==> config.mk <==
export PLATFORM = sky130hd
export DESIGN_NAME = full_subtractor_structural
export DESIGN_NICKNAME = d
export VERILOG_FILES = /design/src/rtl/full_subtractor_structural.sv
export SDC_FILE = /design/constraint.sdc
export NUM_CORES = 1
export LEC_CHECK = 0
export ABC_AREA = 1
export CAP_MARGIN = 20
export CORE_AREA = 3 3 40 42
export DETAILED_ROUTE_END_ITERATION = 16
export DIE_AREA = 0 0 43 45
export DONT_BUFFER_PORTS = 1
export PLACE_DENSITY = 0.3
export SYNTH_ARGS = -nofsm -noshare
export SYNTH_HDL_FRONTEND = slang
export SYNTH_SLANG_ARGS = --single-unit
==> constraint.sdc <==
create_clock -name clk -period 0.9 [get_ports clk]
set_clock_uncertainty 0.05 [all_clocks]
set_input_delay 0.045 -clock clk [delete_from_list [all_inputs] [get_ports clk]]
set_output_delay 0.045 -clock clk [all_outputs]
set_load 0.01 [all_outputs]
==> src/rtl/full_subtractor_structural.sv <==
// Ripple-borrow full subtractor built from gate-level 1-bit cells: {bout, sub} = a - b - bin.
// Define FSUB_COMB_OUT_EN to drop the output register and present the result combinationally.

module full_subtractor_cell (
    input  logic a,
    input  logic b,
    input  logic bin,
    output logic d,
    output logic bout
);
    logic axb;
    logic not_a;
    logic not_axb;
    logic borrow_gen;
    logic borrow_prop;

    xor g_axb   (axb, a, b);
    xor g_d     (d, axb, bin);
    not g_na    (not_a, a);
    not g_naxb  (not_axb, axb);
    // Borrow is generated when a=0,b=1, and propagated from below when a==b.
    and g_gen   (borrow_gen, not_a, b);
    and g_prop  (borrow_prop, not_axb, bin);
    or  g_bout  (bout, borrow_gen, borrow_prop);
endmodule

module full_subtractor_structural #(
    parameter int WIDTH = 1
) (
    input  logic             clk,
    input  logic             rst,
    input  logic             bin,
    input  logic [WIDTH-1:0] a,
    input  logic [WIDTH-1:0] b,
    input  logic             in_vld,
    output logic             bout,
    output logic [WIDTH-1:0] sub,
    output logic             out_vld
);
    logic [WIDTH:0]   br;
    logic [WIDTH-1:0] diff;

    assign br[0] = bin;

    for (genvar i = 0; i < WIDTH; i++) begin : g_cell
        full_subtractor_cell u_cell (
            .a    (a[i]),
            .b    (b[i]),
            .bin  (br[i]),
            .d    (diff[i]),
            .bout (br[i+1])
        );
    end

`ifdef FSUB_COMB_OUT_EN
    logic unused_clk_rst;

    assign unused_clk_rst = clk ^ rst;
    assign sub     = diff;
    assign bout    = br[WIDTH];
    assign out_vld = in_vld;
`else
    always_ff @(posedge clk) begin
        if (rst) begin
            sub     <= '0;
            bout    <= 1'b0;
            out_vld <= 1'b0;
        end else begin
            out_vld <= in_vld;
            // NOTE: no else branch here is intentional; inside always_ff it means "hold", never a latch.
            if (in_vld) begin
                sub  <= diff;
                bout <= br[WIDTH];
            end
        end
    end
`endif
endmodule

==> impl_metrics.tcl <==
set metrics [dict create \
    critPathMaxStageDelay_ns 0.59 \
    worstHoldStart "a" \
    drtIter0Drc 3 \
    p_leak_nw 0.0980 \
    cp_top_family "buffers and inverters" \
    clk-insertion-delay-late_ns 0.23 \
    worstPathBufferInverterCount 1 \
    ys_types 8 \
    grt_max_degree 5 \
    yosys_warnings 0 \
    holdWs_ns 0.0859 \
    path_class "in2reg" \
    viasPerCell 2.84 \
    holdPathEnd "bout" \
    avgSynthCellArea_sq_um 8.13 \
    slowest_stage "dlygate4sd3_1" \
    critPathArrivalTime_ns 0.85 \
    mostFrequentLayoutCells "5 x inv_1, 3 x nor2_1, 3 x dfxtp_1, 3 x clkbuf_4, 2 x dlygate4sd3_1" \
    grt_pass1_wl_microns 427 \
    routed-via-count 105 \
    critPathCaptureType "flip-flop" \
    powerDensity_nw_per_um2 2140 \
    worstRegToRegCells 2 \
    slew_headroom_pct 90.8 \
    setup.worst_path.start_class "input pin" \
    std_cell_rows 13 \
    cts_tree "yes" \
    max_freq_mhz 1280 \
    area_growth_pct 50.0 \
    finalCriticalPeriod_ns 0.781 \
    die_h_microns 45 \
    fin_crit_sh_pct 86.8 \
    finalMaxSlewViolations 0 \
    path_max_fanout 4 \
    rsz0062_at_grt "no" \
    status "completed" \
    antenna_found_initial 0 \
    gp_congestion 0.584 \
    synth-seq-cells 3 \
    crit_required_ns 0.97 \
    drive_gt1_share_pct 18.2 \
    first_global_vias 115 \
    clockBufferDepth 2 \
    r2r-start "sub" \
    peakVddDrop_v 0.000292 \
    cts.sinks 3 \
    io_buffers 0 \
    r2r_end "sub" \
    drt-wirelength-per-cell_microns 7.54 \
    insertedDiodeCount 0 \
    min_path_cells 4 \
    dr.pass1.iters 2 \
    synth_cells 16 \
    synth_nets 23 \
    drtAntennaViolNets 0 \
    cts_htree_levels 1 \
    final.setup.tns_ns 0 \
    dieArea_sq_um 1940 \
    r2r_slack_ns 0.19 \
    dpl.hpwl_microns 224 \
    placed_cells 31 \
    cts_setup_buffers 0 \
    mostFrequentLayoutCell "inv_1" \
    clk_pin_slew_ns 0.03 \
    boundaryPins 9 \
    hold_path_class "in2reg" \
    regArea_sq_um 60.1 \
    fillers 144 \
    yosysSeqAreaShare_pct 46.2 \
    maxCapViolCount 0 \
    drc_errors 0 \
    start_util_pct 10.1 \
    finalSetupViolCount 0 \
    tightest_slew_ns 0.137 \
    multi_input_area_sq_um 51.3 \
    syn-cell-area_sq_um 130 \
    hold_viol 0 \
    die_w_microns 43 \
    core_area_sq_um 1280 \
    grt_overflow 0 \
    path_cells "dlygate4sd3_1, o21ai_0, nor2_1" \
    grt_util_all_layers_pct 3.67 \
    cts_root_buf "clkbuf_4" \
    finalWirelength_microns 279 \
    final_cells 37 \
    nets 30 \
    numCtsBuffers 3 \
]
-- layout make-up --
class | instances | area share [%]
flip-flops and latches | 3 | 30.8
inverters | 5 | 9.62
multi-input cells | 8 | 26.3
well taps | 15 | 9.62
clock buffers | 4 | 13.5
repair buffers | 2 | 10.3
-- report_power, final --
group | total (mW) | internal (mW) | switching, mW | leakage (nW)
registers | 0.154 | 0.144 | 0.0104 | 0.0250
clock network | 0.229 | 0.166 | 0.0633 | 0.0150
logic | 0.0351 | 0.0177 | 0.0174 | 0.0580
-- registers in the layout, indices dropped and copies added, names as in the netlist --
signal	cells
out_vld	1
bout	1
sub	1
-- cells by family after synthesis --
logic type,Yosys count,share of synthesized area (%)
adders and majority gates,1,15.4
DFF,3,46.2
AOI/OAI and AO/OA,2,7.68
and+or+nand+nor,5,16.3
buffers and inverters,5,14.4
-- routing by layer --
| layer | wire length (microns) | up-vias | track usage (%) |
|---|---|---|---|
| li1 | - | 57 | - |
| met1 | 150 | 40 | 3.38 |
| met2 | 85 | 8 | 3.29 |
| met3 | 43 | 0 | 5.18 |
| met4 | 0 | 0 | 3.61 |
| met5 | 0 | - | 0 |
-- worst reg2reg max path: stages (launching register included) --
cell and delay [ns]:
dfxtp_1 0.33, o21ai_0 0.17, nor2_1 0.05
-- per-stage QoR --
step / setup slack (ns) / power [mW] / cell area (sq um) / util (%)
floorplan: 0.0616 / 0.178 / 130 / -
global placement: 0.0377 / 0.183 / 149 / 11.6
detailed placement: 0.0355 / 0.183 / 149 / 11.6
CTS: 0.127 / 0.431 / 195 / 15.2
global route: 0.100 / 0.453 / 195 / 15.2
finish: 0.119 / 0.418 / 195 / 15.2
-- cells in the mapped netlist (all sizes together) --
master	number	share of area (%)
o21ai	2	7.7
dfxtp	3	46
fa	1	15
nor2	4	13
nand2	1	2.9
inv	5	14
-- repair_timing --
item	in CTS	in global routing
gates resized for setup	0	0
hold endpoints to repair	3	0
hold buffers	2	0
-- worst max path at each step --
stage          slack (ns)  startpoint  endpoint  depth (start not counted)
2_1_floorplan        0.06           b       sub                          4
3_3_place_gp         0.04           b       sub                          4
3_5_place_dp         0.04           b       sub                          4
4_1_cts              0.13      in_vld       sub                          3
5_1_grt              0.10      in_vld       sub                          3
6_report             0.12      in_vld       sub                          3
No activity file was read; power rests on OpenSTA's default activity.
